$ cat src/rtl/nn_pkg.sv
// Shared types, constants and the output activation for the sequenced NN layers.
package nn_pkg;

  localparam int unsigned ACT_W     = 8;
  localparam int unsigned PROD_W    = 16;
  localparam int unsigned FRAC_SH   = 6;
  localparam int unsigned OUT_MAX   = 127;
  localparam int unsigned ACC_MAX_W = 48;
  localparam int unsigned SAT_LSB   = FRAC_SH + ACT_W - 1;

  typedef enum logic [1:0] {
    ST_IDLE,
    ST_LOAD,
    ST_MAC,
    ST_POST
  } state_e;

  // ReLU, then round-half-up by 2^FRAC_SH, then clamp to 0..OUT_MAX; acc arrives sign-extended.
  function automatic logic [ACT_W-1:0] relu_round_sat(input logic signed [ACC_MAX_W-1:0] acc);
    logic [ACT_W:0] r;
    if (acc[ACC_MAX_W-1]) return '0;
    if (acc[ACC_MAX_W-2:SAT_LSB] != '0) return ACT_W'(OUT_MAX);
    r = (ACT_W+1)'(acc[SAT_LSB:FRAC_SH]) + (ACT_W+1)'(acc[FRAC_SH-1]);
    return (r > (ACT_W+1)'(OUT_MAX)) ? ACT_W'(OUT_MAX) : r[ACT_W-1:0];
  endfunction

endpackage

$ cat src/rtl/nn_layer_seq_if.sv
// Control, memory-port and result-stream signals of nn_layer_seq.
// NN_SEQ_STALL_EN adds the out_ready back-pressure input.
interface nn_layer_seq_if #(
  parameter int unsigned ACT_AW    = 5,
  parameter int unsigned W_AW      = 9,
  parameter int unsigned NUM_NODES = 16
) ();
  import nn_pkg::*;

  localparam int unsigned IDX_W = (NUM_NODES > 1) ? $clog2(NUM_NODES) : 1;

  logic                     start;
  logic                     busy;
  logic                     done;
  logic [ACT_AW-1:0]        act_addr;
  logic signed [ACT_W-1:0]  act_data;
  logic [W_AW-1:0]          w_addr;
  logic signed [ACT_W-1:0]  w_data;
  logic [IDX_W-1:0]         node_idx;
  logic signed [PROD_W-1:0] bias_data;
  logic                     out_valid;
  logic [IDX_W-1:0]         out_idx;
  logic [ACT_W-1:0]         out_data;
`ifdef NN_SEQ_STALL_EN
  logic                     out_ready;
`endif

  // Engine side
  modport master (
    input  start, act_data, w_data, bias_data,
`ifdef NN_SEQ_STALL_EN
    input  out_ready,
`endif
    output busy, done, act_addr, w_addr, node_idx, out_valid, out_idx, out_data
  );

  // Memory / consumer side
  modport slave (
    output start, act_data, w_data, bias_data,
`ifdef NN_SEQ_STALL_EN
    output out_ready,
`endif
    input  busy, done, act_addr, w_addr, node_idx, out_valid, out_idx, out_data
  );

endinterface

$ cat src/rtl/nn_mac.sv
// Registered signed 8x8 multiply-accumulate with bias load and enable.
module nn_mac
  import nn_pkg::*;
#(
  parameter int unsigned ACC_W = 23
) (
  input  logic                     clk,
  input  logic                     reset,
  input  logic                     i_load,
  input  logic                     i_en,
  input  logic signed [PROD_W-1:0] i_bias,
  input  logic signed [ACT_W-1:0]  i_a,
  input  logic signed [ACT_W-1:0]  i_b,
  output logic signed [ACC_W-1:0]  o_acc_nxt_c
);

  logic signed [ACC_W-1:0]  r_acc;
  logic signed [PROD_W-1:0] w_prod;

  assign w_prod = PROD_W'(i_a) * PROD_W'(i_b);

  // Value the accumulator takes at the next edge; the top samples it to register its result.
  always_comb begin
    o_acc_nxt_c = r_acc;
    if (i_load)    o_acc_nxt_c = ACC_W'(i_bias);
    else if (i_en) o_acc_nxt_c = r_acc + ACC_W'(w_prod);
  end

  always_ff @(posedge clk) begin
    if (reset) r_acc <= '0;
    else       r_acc <= o_acc_nxt_c;
  end

endmodule

$ cat src/rtl/nn_layer_seq.sv
// Time-multiplexed fully-connected layer: one MAC sequenced over all neurons.
// Define NN_SEQ_STALL_EN to let out_ready hold each result in POST.
module nn_layer_seq
  import nn_pkg::*;
#(
  parameter int unsigned NUM_INPUTS = 30,
  parameter int unsigned NUM_NODES  = 16,
  parameter int unsigned ACC_W      = 23,
  parameter int unsigned ACT_AW     = 5,
  parameter int unsigned W_AW       = 9
) (
  input logic          clk,
  input logic          reset,
  nn_layer_seq_if.master bus
);

  localparam int unsigned IDX_W = (NUM_NODES > 1) ? $clog2(NUM_NODES) : 1;
  localparam int unsigned K_W   = (NUM_INPUTS > 1) ? $clog2(NUM_INPUTS) : 1;

  state_e r_state, w_next_state;

  logic [K_W-1:0]          r_k;
  logic [IDX_W-1:0]        r_node_idx;
  logic [ACT_AW-1:0]       r_act_addr;
  logic [W_AW-1:0]         r_w_addr;
  logic [W_AW-1:0]         r_w_base;
  logic                    r_busy;
  logic                    r_out_valid;
  logic [IDX_W-1:0]        r_out_idx;
  logic [ACT_W-1:0]        r_out_data;
`ifndef NN_SEQ_STALL_EN
  logic                    r_done;
`endif

  logic                    w_last_k;
  logic                    w_last_node;
  logic                    w_xfer;
  logic                    w_start_ok;
  logic                    w_mac_load;
  logic                    w_mac_en;
  logic                    w_advance;
  logic                    w_finish;
  logic signed [ACC_W-1:0] w_acc_nxt_c;

  assign w_last_k    = (r_k == K_W'(NUM_INPUTS - 1));
  assign w_last_node = (r_node_idx == IDX_W'(NUM_NODES - 1));

`ifdef NN_SEQ_STALL_EN
  assign w_xfer = r_out_valid & bus.out_ready;
`else
  assign w_xfer = 1'b1;
`endif

  nn_mac #(.ACC_W(ACC_W)) u_mac (
    .clk         (clk),
    .reset       (reset),
    .i_load      (w_mac_load),
    .i_en        (w_mac_en),
    .i_bias      (bus.bias_data),
    .i_a         (bus.act_data),
    .i_b         (bus.w_data),
    .o_acc_nxt_c (w_acc_nxt_c)
  );

  always_ff @(posedge clk) begin
    if (reset) r_state <= ST_IDLE;
    else       r_state <= w_next_state;
  end

  // Next state and per-cycle datapath strobes
  always_comb begin
    w_next_state = r_state;
    w_start_ok   = 1'b0;
    w_mac_load   = 1'b0;
    w_mac_en     = 1'b0;
    w_advance    = 1'b0;
    w_finish     = 1'b0;
    case (r_state)
      ST_IDLE: begin
        if (bus.start) begin
          w_start_ok   = 1'b1;
          w_next_state = ST_LOAD;
        end
      end
      ST_LOAD: begin
        w_mac_load   = 1'b1;
        w_next_state = ST_MAC;
      end
      ST_MAC: begin
        w_mac_en = 1'b1;
        if (w_last_k) w_next_state = ST_POST;
      end
      ST_POST: begin
        if (w_xfer) begin
          if (w_last_node) begin
            w_finish     = 1'b1;
            w_next_state = ST_IDLE;
          end else begin
            w_advance    = 1'b1;
            w_next_state = ST_LOAD;
          end
        end
      end
      default: w_next_state = ST_IDLE;
    endcase
  end

  // Addresses run one index ahead of the MAC so synchronous read data lines up with k.
  always_ff @(posedge clk) begin
    if (reset) begin
      r_k         <= '0;
      r_node_idx  <= '0;
      r_act_addr  <= '0;
      r_w_addr    <= '0;
      r_w_base    <= '0;
      r_busy      <= 1'b0;
      r_out_valid <= 1'b0;
      r_out_idx   <= '0;
      r_out_data  <= '0;
`ifndef NN_SEQ_STALL_EN
      r_done      <= 1'b0;
`endif
    end else begin
      if (w_start_ok) begin
        r_busy     <= 1'b1;
        r_node_idx <= '0;
        r_act_addr <= '0;
        r_w_addr   <= '0;
        r_w_base   <= '0;
      end
      if (w_mac_load || w_mac_en) begin
        r_act_addr <= r_act_addr + ACT_AW'(1);
        r_w_addr   <= r_w_addr + W_AW'(1);
      end
      if (w_mac_load) r_k <= '0;
      if (w_mac_en)   r_k <= r_k + K_W'(1);
      if (w_mac_en && w_last_k) begin
        r_out_valid <= 1'b1;
        r_out_idx   <= r_node_idx;
        r_out_data  <= relu_round_sat(ACC_MAX_W'(w_acc_nxt_c));
`ifndef NN_SEQ_STALL_EN
        r_done      <= w_last_node;
`endif
      end
      if (w_advance) begin
        r_out_valid <= 1'b0;
        r_node_idx  <= r_node_idx + IDX_W'(1);
        r_act_addr  <= '0;
        r_w_addr    <= r_w_base + W_AW'(NUM_INPUTS);
        r_w_base    <= r_w_base + W_AW'(NUM_INPUTS);
      end
      if (w_finish) begin
        r_out_valid <= 1'b0;
        r_busy      <= 1'b0;
`ifndef NN_SEQ_STALL_EN
        r_done      <= 1'b0;
`endif
      end
    end
  end

  assign bus.busy      = r_busy;
  assign bus.act_addr  = r_act_addr;
  assign bus.w_addr    = r_w_addr;
  assign bus.node_idx  = r_node_idx;
  assign bus.out_valid = r_out_valid;
  assign bus.out_idx   = r_out_idx;
  assign bus.out_data  = r_out_data;
`ifdef NN_SEQ_STALL_EN
  // Completion is only known once the consumer accepts the last result.
  assign bus.done      = r_out_valid & bus.out_ready & w_last_node;
`else
  assign bus.done      = r_done;
`endif

endmodule

$ cat src/flat_wrapper.sv
// flat-port wrapper written by rule: the top's interface ports become plain ports
module nn_layer_seq_flat import nn_pkg::*;
#(
  parameter int unsigned NUM_INPUTS = 30,
  parameter int unsigned NUM_NODES  = 16,
  parameter int unsigned ACC_W      = 23,
  parameter int unsigned ACT_AW     = 5,
  parameter int unsigned W_AW       = 9
)
  (clk, reset, bus_start, bus_act_data, bus_w_data, bus_bias_data, bus_busy, bus_done, bus_act_addr, bus_w_addr, bus_node_idx, bus_out_valid, bus_out_idx, bus_out_data);
  nn_layer_seq_if #(.ACT_AW(ACT_AW), .W_AW(W_AW), .NUM_NODES(NUM_NODES)) bus_i ();
  input logic clk;
  input logic reset;
  input wire logic [$bits(bus_i.start)-1:0] bus_start;
  input wire logic [$bits(bus_i.act_data)-1:0] bus_act_data;
  input wire logic [$bits(bus_i.w_data)-1:0] bus_w_data;
  input wire logic [$bits(bus_i.bias_data)-1:0] bus_bias_data;
  output wire logic [$bits(bus_i.busy)-1:0] bus_busy;
  output wire logic [$bits(bus_i.done)-1:0] bus_done;
  output wire logic [$bits(bus_i.act_addr)-1:0] bus_act_addr;
  output wire logic [$bits(bus_i.w_addr)-1:0] bus_w_addr;
  output wire logic [$bits(bus_i.node_idx)-1:0] bus_node_idx;
  output wire logic [$bits(bus_i.out_valid)-1:0] bus_out_valid;
  output wire logic [$bits(bus_i.out_idx)-1:0] bus_out_idx;
  output wire logic [$bits(bus_i.out_data)-1:0] bus_out_data;
  assign bus_i.start = bus_start;
  assign bus_i.act_data = bus_act_data;
  assign bus_i.w_data = bus_w_data;
  assign bus_i.bias_data = bus_bias_data;
  assign bus_busy = bus_i.busy;
  assign bus_done = bus_i.done;
  assign bus_act_addr = bus_i.act_addr;
  assign bus_w_addr = bus_i.w_addr;
  assign bus_node_idx = bus_i.node_idx;
  assign bus_out_valid = bus_i.out_valid;
  assign bus_out_idx = bus_i.out_idx;
  assign bus_out_data = bus_i.out_data;
  nn_layer_seq #(.NUM_INPUTS(NUM_INPUTS), .NUM_NODES(NUM_NODES), .ACC_W(ACC_W), .ACT_AW(ACT_AW), .W_AW(W_AW)) u_core (.clk(clk), .reset(reset), .bus(bus_i));
endmodule
$ cat config.mk
export PLATFORM = sky130hd
export DESIGN_NAME = nn_layer_seq_flat
export DESIGN_NICKNAME = d
export VERILOG_FILES = /design/src/rtl/nn_pkg.sv /design/src/rtl/nn_layer_seq_if.sv /design/src/rtl/nn_mac.sv /design/src/rtl/nn_layer_seq.sv /design/src/flat_wrapper.sv
export SDC_FILE = /design/constraint.sdc
export NUM_CORES = 1
export LEC_CHECK = 0
export CAP_MARGIN = 20
export CORE_ASPECT_RATIO = 0.9
export CORE_UTILIZATION = 40
export CTS_CLUSTER_DIAMETER = 30
export DETAILED_ROUTE_END_ITERATION = 8
export PLACE_DENSITY_LB_ADDON = 0.1
export SYNTH_ARGS = -nofsm -noshare
export SYNTH_HDL_FRONTEND = slang
export SYNTH_SLANG_ARGS = --single-unit
$ cat constraint.sdc
create_clock -name clk -period 15.4 [get_ports clk]
set_input_delay 3.08 -clock clk [delete_from_list [all_inputs] [get_ports clk]]
set_output_delay 3.08 -clock clk [all_outputs]
set_load 0.01 [all_outputs]
==> flow_summary_export.csv <==
group,metric,value,unit
run,maximum_capacitance_violations,0,
routing,m1WireLength,9120,um
cells_and_area,final_net_count,1103,
synthesis,post-synth-top-area-fraction,0.264,
clocking,clkSinkCount,71,
routing,ant_nets,0,
critical_path,timing.critical_path.from_type,"input pin",
clocking,clockRootBuffer,"clkbuf_16",
placed_design,detailed_place_hpwl,15400,um
floorplanning,ios,68,
global_routing,grt_pass1_wl,33100,um
cells_and_area,final_layout_size_suffix_gt1_frac,0.0474,
cells_and_area,insertedDiodeCount,0,
placed_design,place.gp.congestion,0.825,
worst_hold_path,worst_min_path_class,"reg2reg",
critical_path,timing.reg2reg.worst_path_depth,19,
timing,timing.final.crit_share,0.648,
synthesis,synth_area,7580,sq um
routing,drt-total-wl,19200,um
clocking,cts_buffer_depth,2,
critical_path,timing.setup.critical_path_class,"in2reg",
clocking,cts-hold-fix-buffers,0,
global_routing,gr-total-overflow,0,
clocking,cts_repair_resize_count,0,
routing,routedWlPerCell,16.7,um
cells_and_area,footprint_of_the_multi_input_gates,5700,sq um
cells_and_area,fillCellCount,1804,
floorplanning,design.die.area,19500,sq um
critical_path,crit_fanout,16,
floorplanning,fp-row-count,47,
timing,worst_slew_margin_rel,0.402,
routing,vias,6172,
timing,finalSetupViolations,0,
clocking,cts.repair_timing.setup_buffer_count,0,
timing,rsz0062_at_grt,"false",
routing,drt-initial-drc-count,243,
power_and_ir_drop,p_per_area,249,nW/um^2
synthesis,yosys_register_bits,71,
routing,routed_length_on_met3,719,um
clocking,clkLatencyLatePin,330,ps
synthesis,mappedNetlistNets,1046,
timing,finalCriticalPeriod,9980,ps
floorplanning,die_h,133,um
synthesis,postSynth.topFlopCell,"dfxtp_1",
floorplanning,die_width,147,um
synthesis,syn_avg_cell_area,8.96,sq um
routing,drt-vias-per-instance,5.35,
synthesis,number_of_enable_type_register_cells_in_the_synthesized_netlist,0,
global_routing,grt_use_total,0.211,
critical_path,critical_path.endpoint_type,"flip-flop",
power_and_ir_drop,vdd_drop_max,0.107,mV
synthesis,sequential_area_share_after_synthesis,0.187,
power_and_ir_drop,post-layout-total-power,0.00220,W
timing,fmax,100,MHz
floorplanning,initial_utilization,0.411,
routing,topRoutingLayerUsed,"met4",
routing,detail_route.first_pass.iterations,4,
synthesis,synth_area_leader,"fa_1",
synthesis,synth_cell_types,70,
status,status,"finished clean",
timing,finalHoldViolCount,0,
worst_hold_path,hold-path-cell-count,2,
cells_and_area,areaGrowthSynthToFinish,16.8,%
synthesis,synth_area_leaders,"fa_1 26%, dfxtp_1 19%, ha_1 11%",
synthesis,postSynthCellCount,846,
placed_design,port_buffers,67,
synthesis,ys_async_sr_fraction,0,
floorplanning,core_area,18500,sq um
critical_path,crit_arrival,10180,ps
clocking,htree_levels,3,
timing,finalMaxSlewViolations,0,
synthesis,yosys_warnings,0,
timing,fin_tns_setup,0,ps
routing,drc,0,
cells_and_area,seq_area,1420,sq um
critical_path,worst-endpoint-required,15600,ps
clocking,cts_made_buffers,9,
timing,worst-slew-pin-transition,897,ps
timing,skew,6.20,ps
placed_design,placed_area,8480,sq um
clocking,tritoncts_clock_tree,"yes",
global_routing,pin_count_of_the_biggest_net_entering_global_routing,63,
clocking,clk_transition_reported_paths,60,ps
power_and_ir_drop,power_leakage,3.83,nW
global_routing,grt_pass1_vias,6624,
cells_and_area,fin_area,8860,sq um
global_routing,grt_antenna_before_repair,0,
routing,routed_met2_length,9230,um
==> kinds of logic (layout without fill, tap and decap cells) <==
kind of cell	Yosys count	in the layout	synth area share
and+or+nand+nor	286	286	0.191
AOI/OAI and AO/OA	167	167	0.145
xor gates and xnor gates	30	30	0.0347
muxes	8	8	0.0111
adders and majority gates	165	165	0.371
buffers and inverters	119	181	0.0601
DFF	71	71	0.187
==> worst paths after layout <==
check | startpoint | endpoint | slack (ps)
setup / recovery | bus_w_data[0] | u_core.bus.out_data[1]$_SDFFE_PP0P_ | 5420
hold / removal | u_core.bus.out_idx[2]$_SDFFE_PP0P_ | u_core.bus.out_idx[2]$_SDFFE_PP0P_ | 460
hold reg to reg | u_core.bus.out_idx[2]$_SDFFE_PP0P_ | u_core.bus.out_idx[2]$_SDFFE_PP0P_ | 460
setup reg to reg | u_core.u_mac.r_acc[6]$_SDFF_PP0_ | u_core.bus.out_data[1]$_SDFFE_PP0P_ | 9290
==> cells in the final DEF (no fill, tap or decap), types with 4 or more instances in the layout <==
cell type          n
dfxtp_1           71
nand2b_1           8
o21a_1             7
ha_1              65
a211oi_1          19
xor2_1            13
nand2_1           77
or3_1              4
xnor2_1           17
mux2i_1            5
a21oi_1           53
nand3_1           15
nor2b_1            9
a31oi_1           11
clkbuf_16          9
clkdlybuf4s50_1   66
a22oi_1            7
inv_1             88
a21o_1            10
o211ai_1           4
o21ai_0           27
nand4_1            9
fa_1             100
and2_1            38
nor2_1            82
buf_4              6
nor3_1            13
==> per-stage QoR <==
step                      setup WS (ps)   util  std cells  hold slack, ps
after global routing               4840  0.480       1153             492
final                              5420  0.480       1153             463
after floorplan                    6490      -        846             449
after detailed placement           5090  0.459       1135             453
after global placement             5200  0.459       1135             448
after CTS                          5380  0.477       1151             466
==> synthesized netlist by cell type, types with 8 or more instances <==
| cell type | number |
|---|---|
| and2_1 | 38 |
| nand3_1 | 15 |
| nand4_1 | 9 |
| clkbuf_1 | 26 |
| a21o_1 | 10 |
| ha_1 | 65 |
| a31oi_1 | 11 |
| inv_1 | 88 |
| nand2_1 | 77 |
| dfxtp_1 | 71 |
| fa_1 | 100 |
| nor3_1 | 13 |
| xnor2_1 | 17 |
| nor2_1 | 82 |
| a21oi_1 | 53 |
| nand2b_1 | 8 |
| xor2_1 | 13 |
| nor2b_1 | 9 |
| a211oi_1 | 19 |
| o21ai_0 | 27 |
==> layout make-up <==
cell class,instances,area share
multi-input combinational,656,0.644
sequential,71,0.160
timing repair buffer,75,0.0851
inverter,90,0.0381
tap,245,0.0346
clock buffer,11,0.0285
clock inverter,5,0.00904
==> where the power goes <==
group / switching, W / leakage (nW) / total [W] / internal [W]
clock network: 0.0000805 / 0.158 / 0.000231 / 0.000150
logic: 0.00103 / 3.09 / 0.00172 / 0.000697
registers: 0.0000326 / 0.577 / 0.000250 / 0.000217
total: 0.00114 / 3.83 / 0.00220 / 0.00106
==> per-layer routing <==
metal  track usage  vias to the layer above
li1              -                     2962
met1         0.280                     3076
met2         0.355                      120
met3        0.0414                       14
met4        0.0441                        0
met5             0                        -
==> worst max-delay path, cell delays in order <==
cell and delay (ps):
clkdlybuf4s50_1 640, and2_1 770, inv_1 160, fa_1 550, inv_1 60, fa_1 530, fa_1 440, fa_1 580
fa_1 430, ha_1 380, nor2_1 100, o31ai_2 410, o2111ai_2 160, a31oi_1 330, mux2_2 370, a2111oi_0 350
nand4_1 210, nor4b_4 460, a211oi_1 160
==> state kept, by name (all words and copies together) (netlist names) <==
name,flops
u_core.r_state,2
u_core.r_k,5
u_core.bus.out_idx,4
u_core.bus.out_valid,1
u_core.bus.done,1
u_core.bus.w_addr,9
u_core.bus.act_addr,5
u_core.u_mac.r_acc,23
u_core.r_w_base,8
u_core.bus.out_data,8
u_core.bus.busy,1
u_core.bus.node_idx,4
(Power assumes the default switching activity.)
